**src/rtl/instruction_decode_stage_pkg.sv**
```systemverilog
// Shared definitions for the instruction decode stage.
//   - Opcode constants (IR[31:26]) and R-type funct constants (IR[5:0]).
//   - ALU operation encoding driven on ALU_op.
//   - Control bundle carried through the ID/EX register.
package instruction_decode_stage_pkg;

  localparam logic [5:0] OP_RTYPE = 6'h00;
  localparam logic [5:0] OP_ADDI  = 6'h08;
  localparam logic [5:0] OP_LW    = 6'h23;
  localparam logic [5:0] OP_SW    = 6'h2B;
  localparam logic [5:0] OP_BEQ   = 6'h04;

  localparam logic [5:0] FN_ADD = 6'h20;
  localparam logic [5:0] FN_SUB = 6'h22;
  localparam logic [5:0] FN_AND = 6'h24;
  localparam logic [5:0] FN_OR  = 6'h25;
  localparam logic [5:0] FN_SLT = 6'h2A;

  typedef enum logic [2:0] {
    ALU_ADD = 3'd0,
    ALU_SUB = 3'd1,
    ALU_AND = 3'd2,
    ALU_OR  = 3'd3,
    ALU_SLT = 3'd4
  } alu_op_e;

  typedef struct packed {
    alu_op_e alu_op;
    logic    alu_src;
    logic    reg_write;
    logic    mem_read;
    logic    mem_write;
    logic    mem_to_reg;
    logic    branch;
    logic    illegal;
  } ctrl_t;

  // All-quiet control word: used for reset, bubbles and as the decode default.
  function automatic ctrl_t ctrl_none();
    ctrl_t c;
    c.alu_op     = ALU_ADD;
    c.alu_src    = 1'b0;
    c.reg_write  = 1'b0;
    c.mem_read   = 1'b0;
    c.mem_write  = 1'b0;
    c.mem_to_reg = 1'b0;
    c.branch     = 1'b0;
    c.illegal    = 1'b0;
    return c;
  endfunction

endpackage

```
**src/rtl/instruction_decode_stage_register_file.sv**
```systemverilog
// register_file: 32 x 32-bit general-purpose registers.
// Ports:
//   CLK, RESET            clock, synchronous active-high reset (clears all registers)
//   rs_addr, rt_addr      combinational read addresses
//   rs_data, rt_data      read data, with write-through bypass from the write port
//   wr_en, wr_addr, wr_data  synchronous write port; writes to register 0 are dropped
module register_file
  import instruction_decode_stage_pkg::*;
(
  input  logic        CLK,
  input  logic        RESET,
  input  logic [4:0]  rs_addr,
  input  logic [4:0]  rt_addr,
  output logic [31:0] rs_data,
  output logic [31:0] rt_data,
  input  logic        wr_en,
  input  logic [4:0]  wr_addr,
  input  logic [31:0] wr_data
);

  logic [31:0] regs [32];

  // Register 0 is never written, so it stays at its reset value of zero.
  always_ff @(posedge CLK) begin
    if (RESET) begin
      for (int i = 0; i < 32; i++) begin
        regs[i] <= '0;
      end
    end else if (wr_en && (wr_addr != 5'd0)) begin
      regs[wr_addr] <= wr_data;
    end
  end

  // Same-cycle write-through: a write landing on a read address is visible
  // immediately, so the decode stage never captures a stale operand.
  logic wr_live;
  assign wr_live = wr_en && (wr_addr != 5'd0);

  always_comb begin
    rs_data = '0;
    if (wr_live && (wr_addr == rs_addr)) begin
      rs_data = wr_data;
    end else if (rs_addr != 5'd0) begin
      rs_data = regs[rs_addr];
    end
  end

  always_comb begin
    rt_data = '0;
    if (wr_live && (wr_addr == rt_addr)) begin
      rt_data = wr_data;
    end else if (rt_addr != 5'd0) begin
      rt_data = regs[rt_addr];
    end
  end

endmodule

```
**src/rtl/instruction_decode_stage.sv**
```systemverilog
// instruction_decode_stage: decodes IR, reads operands and holds the result in
// the ID/EX pipeline register.
// Ports:
//   CLK, RESET                    clock, synchronous active-high reset
//   IR, IF_valid                  instruction word and its valid flag from fetch
//   ID_ready                      this stage can take IR this cycle
//   ID_valid, EX_ready            ID/EX register valid, downstream acceptance
//   WB_en, WB_addr, WB_data       register-file write port (write-back)
//   RS_data, RT_data, IMM_ext     operands and sign-extended immediate
//   DEST_addr, ALU_op             destination register and ALU operation
//   ALU_src, REG_write, MEM_read, MEM_write, MEM_to_reg, BRANCH, ILLEGAL  control bits
//
// Handshake: upstream transfers when IF_valid is observed on a posedge with
// ID_ready=1; ID_valid=0 is a bubble. Downstream takes the ID/EX register on a
// posedge with ID_valid=1 and EX_ready=1. ID_ready = EX_ready | ~ID_valid, so
// the register reloads whenever it is empty or being drained, and holds
// (ignoring IR) while ID_valid=1 and EX_ready=0.
module instruction_decode_stage
  import instruction_decode_stage_pkg::*;
(
  input  logic        CLK,
  input  logic        RESET,
  input  logic [31:0] IR,
  input  logic        IF_valid,
  input  logic        EX_ready,
  input  logic        WB_en,
  input  logic [4:0]  WB_addr,
  input  logic [31:0] WB_data,
  output logic        ID_ready,
  output logic        ID_valid,
  output logic [31:0] RS_data,
  output logic [31:0] RT_data,
  output logic [31:0] IMM_ext,
  output logic [4:0]  DEST_addr,
  output logic [2:0]  ALU_op,
  output logic        ALU_src,
  output logic        REG_write,
  output logic        MEM_read,
  output logic        MEM_write,
  output logic        MEM_to_reg,
  output logic        BRANCH,
  output logic        ILLEGAL
);

  logic [5:0]  opcode;
  logic [5:0]  funct;
  logic [4:0]  rs_addr;
  logic [4:0]  rt_addr;
  logic [4:0]  rd_addr;
  logic [31:0] rs_rd;
  logic [31:0] rt_rd;
  logic [31:0] imm_d;
  logic [4:0]  dest_d;
  ctrl_t       ctrl_d;

  assign opcode  = IR[31:26];
  assign funct   = IR[5:0];
  assign rs_addr = IR[25:21];
  assign rt_addr = IR[20:16];
  assign rd_addr = IR[15:11];
  assign imm_d   = {{16{IR[15]}}, IR[15:0]};

  // Shift-amount field is not used by any supported instruction.
  logic unused_shamt;
  assign unused_shamt = ^IR[10:6];

  register_file u_register_file (
    .CLK     (CLK),
    .RESET   (RESET),
    .rs_addr (rs_addr),
    .rt_addr (rt_addr),
    .rs_data (rs_rd),
    .rt_data (rt_rd),
    .wr_en   (WB_en),
    .wr_addr (WB_addr),
    .wr_data (WB_data)
  );

  // Decode. Anything unrecognised comes out as ILLEGAL with every side-effect
  // bit clear, so an illegal word can never write registers, memory or branch.
  always_comb begin
    ctrl_d = ctrl_none();
    dest_d = rt_addr;
    case (opcode)
      OP_RTYPE: begin
        dest_d           = rd_addr;
        ctrl_d.reg_write = 1'b1;
        case (funct)
          FN_ADD:  ctrl_d.alu_op = ALU_ADD;
          FN_SUB:  ctrl_d.alu_op = ALU_SUB;
          FN_AND:  ctrl_d.alu_op = ALU_AND;
          FN_OR:   ctrl_d.alu_op = ALU_OR;
          FN_SLT:  ctrl_d.alu_op = ALU_SLT;
          default: begin
            ctrl_d         = ctrl_none();
            ctrl_d.illegal = 1'b1;
          end
        endcase
      end
      OP_ADDI: begin
        ctrl_d.alu_src   = 1'b1;
        ctrl_d.reg_write = 1'b1;
      end
      OP_LW: begin
        ctrl_d.alu_src    = 1'b1;
        ctrl_d.mem_read   = 1'b1;
        ctrl_d.mem_to_reg = 1'b1;
        ctrl_d.reg_write  = 1'b1;
      end
      OP_SW: begin
        ctrl_d.alu_src   = 1'b1;
        ctrl_d.mem_write = 1'b1;
      end
      OP_BEQ: begin
        ctrl_d.alu_op = ALU_SUB;
        ctrl_d.branch = 1'b1;
      end
      default: begin
        ctrl_d.illegal = 1'b1;
      end
    endcase
  end

  // ID/EX register
  logic        valid_q;
  ctrl_t       ctrl_q;
  logic [31:0] rs_q;
  logic [31:0] rt_q;
  logic [31:0] imm_q;
  logic [4:0]  dest_q;

  assign ID_ready = EX_ready || !valid_q;

  always_ff @(posedge CLK) begin
    if (RESET) begin
      valid_q <= 1'b0;
      ctrl_q  <= ctrl_none();
      rs_q    <= '0;
      rt_q    <= '0;
      imm_q   <= '0;
      dest_q  <= '0;
    end else if (ID_ready) begin
      valid_q <= IF_valid;
      // A bubble carries no control; data fields still load but are unused.
      ctrl_q  <= IF_valid ? ctrl_d : ctrl_none();
      rs_q    <= rs_rd;
      rt_q    <= rt_rd;
      imm_q   <= imm_d;
      dest_q  <= dest_d;
    end
  end

  assign ID_valid   = valid_q;
  assign RS_data    = rs_q;
  assign RT_data    = rt_q;
  assign IMM_ext    = imm_q;
  assign DEST_addr  = dest_q;
  assign ALU_op     = ctrl_q.alu_op;
  assign ALU_src    = ctrl_q.alu_src;
  assign REG_write  = ctrl_q.reg_write;
  assign MEM_read   = ctrl_q.mem_read;
  assign MEM_write  = ctrl_q.mem_write;
  assign MEM_to_reg = ctrl_q.mem_to_reg;
  assign BRANCH     = ctrl_q.branch;
  assign ILLEGAL    = ctrl_q.illegal;

endmodule

```
**config.mk**
```make
export PLATFORM = sky130hd
export DESIGN_NAME = instruction_decode_stage
export DESIGN_NICKNAME = d
export VERILOG_FILES = /design/src/rtl/instruction_decode_stage_pkg.sv /design/src/rtl/instruction_decode_stage_register_file.sv /design/src/rtl/instruction_decode_stage.sv
export SDC_FILE = /design/constraint.sdc
export NUM_CORES = 2
export LEC_CHECK = 0
export CAP_MARGIN = 25
export CORE_MARGIN = 10
export CORE_UTILIZATION = 45
export CTS_CLUSTER_SIZE = 20
export DETAILED_ROUTE_END_ITERATION = 8
export HOLD_SLACK_MARGIN = 0.02
export SYNTH_ARGS = -nofsm -noshare
export SYNTH_HDL_FRONTEND = slang
export SYNTH_SLANG_ARGS = --single-unit
```
**constraint.sdc**
```tcl
create_clock -name CLK -period 4.61 [get_ports CLK]
set_input_delay 1.383 -clock CLK [delete_from_list [all_inputs] [get_ports CLK]]
set_output_delay 1.383 -clock CLK [all_outputs]
set_load 0.05 [all_outputs]
```
# --- Word-level counts from Yosys, hierarchy flattened ---
# Memories as Yosys holds them, arrays and structs flattened.
# Index checks and enable logic that the tools add are counted.
word_totals:
  reg_bits: 96
  ram_bits: 1024
  output_inout_bits: 113
  wordCells: 63
  n_memories: 1
memory_table:
  columns: ["name", "depth", "word_bits", "read_ports", "rd_ports_with_merged_regs", "wr", "line", "rtl"]
  rows:
  - ["u_register_file.regs", 32, 32, 2, 0, 32, "instruction_decode_stage_register_file.sv:21", "logic [31:0] regs [32];"]
op_classes:
  n_eq_ne: 11
  muxes: 24
  n_reduce_logical: 14
op_table:
  columns: ["operator", "count"]
  rows:
  - ["2-to-1 mux 32 bit", 5]
  - ["== test 6 bit (second input constant)", 7]
  - ["OR reduction 32 bit", 1]
  - ["nonzero test 5 bit", 3]
  - ["case mux 1 bit (2 select lines)", 7]
  - ["case mux 3 bit (4 select lines)", 1]
  - ["== test 5 bit", 2]
  - ["2-to-1 mux 10 bit", 1]
  - ["2-to-1 mux 5 bit", 2]
  - ["== test 6 x 3 -> 1 bit (second input constant)", 1]
  - ["== test 6 x 4 -> 1 bit (second input constant)", 1]
  - ["logical NOT 6 bit", 1]
  - ["2-to-1 mux 1 bit", 6]
  - ["2-to-1 mux 6 bit", 1]
  - ["case mux 3 bit (2 select lines)", 1]
  - ["OR reduction 5 bit", 1]
  - ["OR reduction 4 bit", 1]
  - ["logical AND 1 bit", 3]
  - ["OR reduction 3 bit", 1]
  - ["OR reduction 2 bit", 1]
  - ["logical NOT 1 bit", 1]
  - ["logical OR 1 bit", 1]

# --- Logic depth before layout (Yosys ltp) ---
logic_depth:
  word_depth: 7
  depth_mapped: 9
  ltp_nobuf: 6

# --- Hierarchy ---
# Synthesis repeated with hierarchy kept, for this count alone.
hier_totals:
  cells_unflattened: 4309
  area_unflattened_um2: 58748.8
modules_own_cells:
  columns: ["mod", "n_inst", "cells_per_inst", "area_per_inst_um2"]
  rows:
  - ["register_file", 1, 3860, 55157.9]
  - ["instruction_decode_stage", 1, 449, 3590.9]

# --- Least setup slack after synthesis ---
# Ideal clock, no wire load.
synth_path:
  kind: "input-to-reg"
  from: "input WB_addr[1]"
  to: "memory u_register_file.regs[8][0], enable pin"
  t_arrival_ps: 3997
  t_required_ps: 4182
  slack_ps: 185
  stages: 6
  path_cell_list: "clkbuf_1 or3_1 clkbuf_1 clkbuf_1 clkbuf_1 o21bai_1"
synth_rtl:
  columns: ["item", "line", "rtl"]
  rows:
  - ["start, declared", "instruction_decode_stage.sv:27", "input logic [4:0] WB_addr,"]
  - ["end, declared", "instruction_decode_stage_register_file.sv:21", null]

# --- Final worst setup path ---
layout_path:
  from: "input EX_ready"
  to: "output ID_ready"
layout_between:
  elab_chain_cells: 1
layout_rtl:
  columns: ["item", "line", "rtl"]
  rows:
  - ["start, declared", "instruction_decode_stage.sv:25", "input logic EX_ready,"]
  - ["logical OR 1 bit", "instruction_decode_stage.sv:132", "assign ID_ready = EX_ready || !valid_q;"]
  - ["end, declared", "instruction_decode_stage.sv:29", "output logic ID_ready,"]
# No other way between the ends.

==> reports/results.ini <==
[outcome]
status=finished clean

[final_layout]
final_util=0.523
most-common-layout-cells=edfxtp_1, nor3_1, mux4_2
drive_gt1_frac=0.245
multi_input_area_um2=22300
final_common_cell=edfxtp_1
nets=4105
fin_cells=5792
syn_to_final_growth_pct=15.4
nFillCells=10400
seq_area_um2=32700

[clock_tree]
ctsResizeCount=0
clock_latency_ns=0.74
numCtsBuffers=119
clkTransAtPathRegs_ns=0.05
hold_buffers=0
root_buffer=clkbuf_16
cts_setup_buffers=0
clockBufferDepth=3
cts_tree=built
h-tree-depth=3
clock-sinks=1119

[floorplanning]
die_area_um2=141000
coreArea_um2=126000
start_util=0.453
die-height_um=376
ios=187
die_w_um=376
std_cell_rows=130

[sta]
drv_slew=0
worst_pin_slew_ns=1.02
setup_viol=0
finalCritPeriodShare=0.834
fin_tns_setup_ns=0
fmax_ghz=0.260
hold_violations=0
slew_headroom=0.318
layout_setup_ws_ns=0.765
period_minus_slack_ns=3.84
rsz0062_at_grt=no
fin_skew_ns=0.0247

[power]
comb_power_share=0.142
switchingPower_uw=6690
p_per_area_nw_per_um2=389
leakage_uw=0.0207
pwr-share-clk=0.388
pwr-share-seq=0.470
ir_drop_mv=0.316
power.internal_uw=18900
power_switching_share=0.262

[synthesis]
ys_ff_latch=1119
synthMuxAreaShare=0.218
yosys.area_share.simple=0.102
yosys_warnings=0
synth-xor-area-share=0.00154
synth_top_family_by_area=multiplexers
synth_cells=3995
post_synth_num_cell_types=51
async_reset_ff_frac=0
syn_area_um2=56900
synth_fa_ha_area_frac=0
synth.avg_cell_area_um2=14.2
synth_ff_type=edfxtp_1
synth-edff-count=1024
synth-compound-area-share=0.0595
seq_area_frac_synth=0.574

[setup_path]
startpoint=EX_ready
path_class=input port to output pin
cp-start-kind=input port
critPathArrivalTime_ns=2.46
timing.rr.start=u_register_file.regs[28][19]
reg2reg_to=RT_data[19]
r2r_cells=5
reg2reg_slack_ns=2.17
end_kind=output pin
crit_fanout=14
cp.required_ns=3.23

[min_path]
holdCritPathClass=flip-flop to flip-flop
hold_path_end=IMM_ext[3]
hold_depth=2
hold_path_startpoint=IMM_ext[3]

[global_routing]
grt_overflow_total=0
grt_max_degree=113
grt_pass1_vias=41100
track_usage=0.296
grt_pass1_wl_um=305000
antenna_found_initial=8

[detailed_routing]
drtAntennaViolNets=0
wl_um=213000
drc=0
routedWlPerCell_um=36.8
firstDrtPassIters=6
vias=41200
drt_iter0_drc=6363
viasPerCell=7.11

[place]
dp_hpwl_um=126000
port_buffers=186
dp_cells=5558
dp_slack_ns=0.424
place_congestion=0.856

[run]
cap_violations=0

## Yosys cell counts (all sizes together) (28+ instances only)
cell type	number	area, um2
mux2i	137	1370
edfxtp	1024	30700
nor2	29	109
a211oi	28	210
a211o	33	289
o21bai	31	233
dfxtp	95	1900
clkbuf	429	1610
nor3	996	4980
nand2	84	315
inv	36	135
o21ai	45	229
a22oi	104	781
a21oi	81	405
mux4	479	10800
buf	131	827
o221ai	52	455
## cell type report
type,count,share of cell area
well taps,1650,0.0314
inverters,36,0.00206
flip-flops and latches,1119,0.497
multi-input cells,2311,0.340
clock buffers,174,0.0519
repair buffers,444,0.0685
clock inverters,53,0.00922
diodes,5,0.000190
## cell families (layout without fill, tap and decap cells)
family                    after synthesis  in the layout
xor gates and xnor gates               10             10
other                                   1             37
AOI/OAI and AO/OA                     465            465
DFF                                  1119           1119
buffers and inverters                 596            707
muxes                                 640            640
and+or+nand+nor                      1164           1164
## state kept, by name, indices dropped and copies added, names as in the netlist, 3 cells and up
name                  cells
IMM_ext                  16
ALU_op                    3
RT_data                  32
u_register_file.regs   1024
RS_data                  32
DEST_addr                 5
## power by group through the flow
stage / clock [uW] / combinational [uW] / sequential [uW]
3_3_place_gp: 0 / 3550 / 12200
3_5_place_dp: 0 / 3560 / 12200
4_1_cts: 9980 / 3570 / 12000
2_1_floorplan: 0 / 1910 / 12300
6_report: 9930 / 3620 / 12000
5_1_grt: 10400 / 3720 / 12100
## how the worst max path moves through the flow
stage	endpoint	slack, ns	depth (start not counted)
global placement	RS_data[15]	0.49	7
finish	ID_ready	0.77	5
detailed placement	RS_data[15]	0.42	7
global route	ID_ready	0.73	5
floorplan	u_register_file.regs[8][0]	0.19	6
CTS	ID_ready	0.76	5
## stage by stage
stage,power [uW],area [um2],hold WS (ns)
final,25600,65700,0.450
after global routing,26100,65700,0.471
after CTS,25500,65600,0.452
after detailed placement,15800,61600,0.446
after global placement,15700,61600,0.438
after floorplan,14300,57000,0.671
## worst max-delay path, cell delays in order
cell and delay [ns]:
clkdlybuf4s50_1 0.47, nor2b_2 0.05, inv_2 0.14, buf_4 0.25, buf_12 0.16
## layer usage
| metal | GRT usage | vias up | part of all wire |
|---|---|---|---|
| met5 | 0 | - | 0.00018 |
| met3 | 0.0691 | 561 | 0.12 |
| met1 | 0.395 | 21300 | 0.37 |
| li1 | - | 16300 | - |
| met2 | 0.460 | 3021 | 0.46 |
| met4 | 0.132 | 6 | 0.049 |
Power figures use the tool's default switching activity.
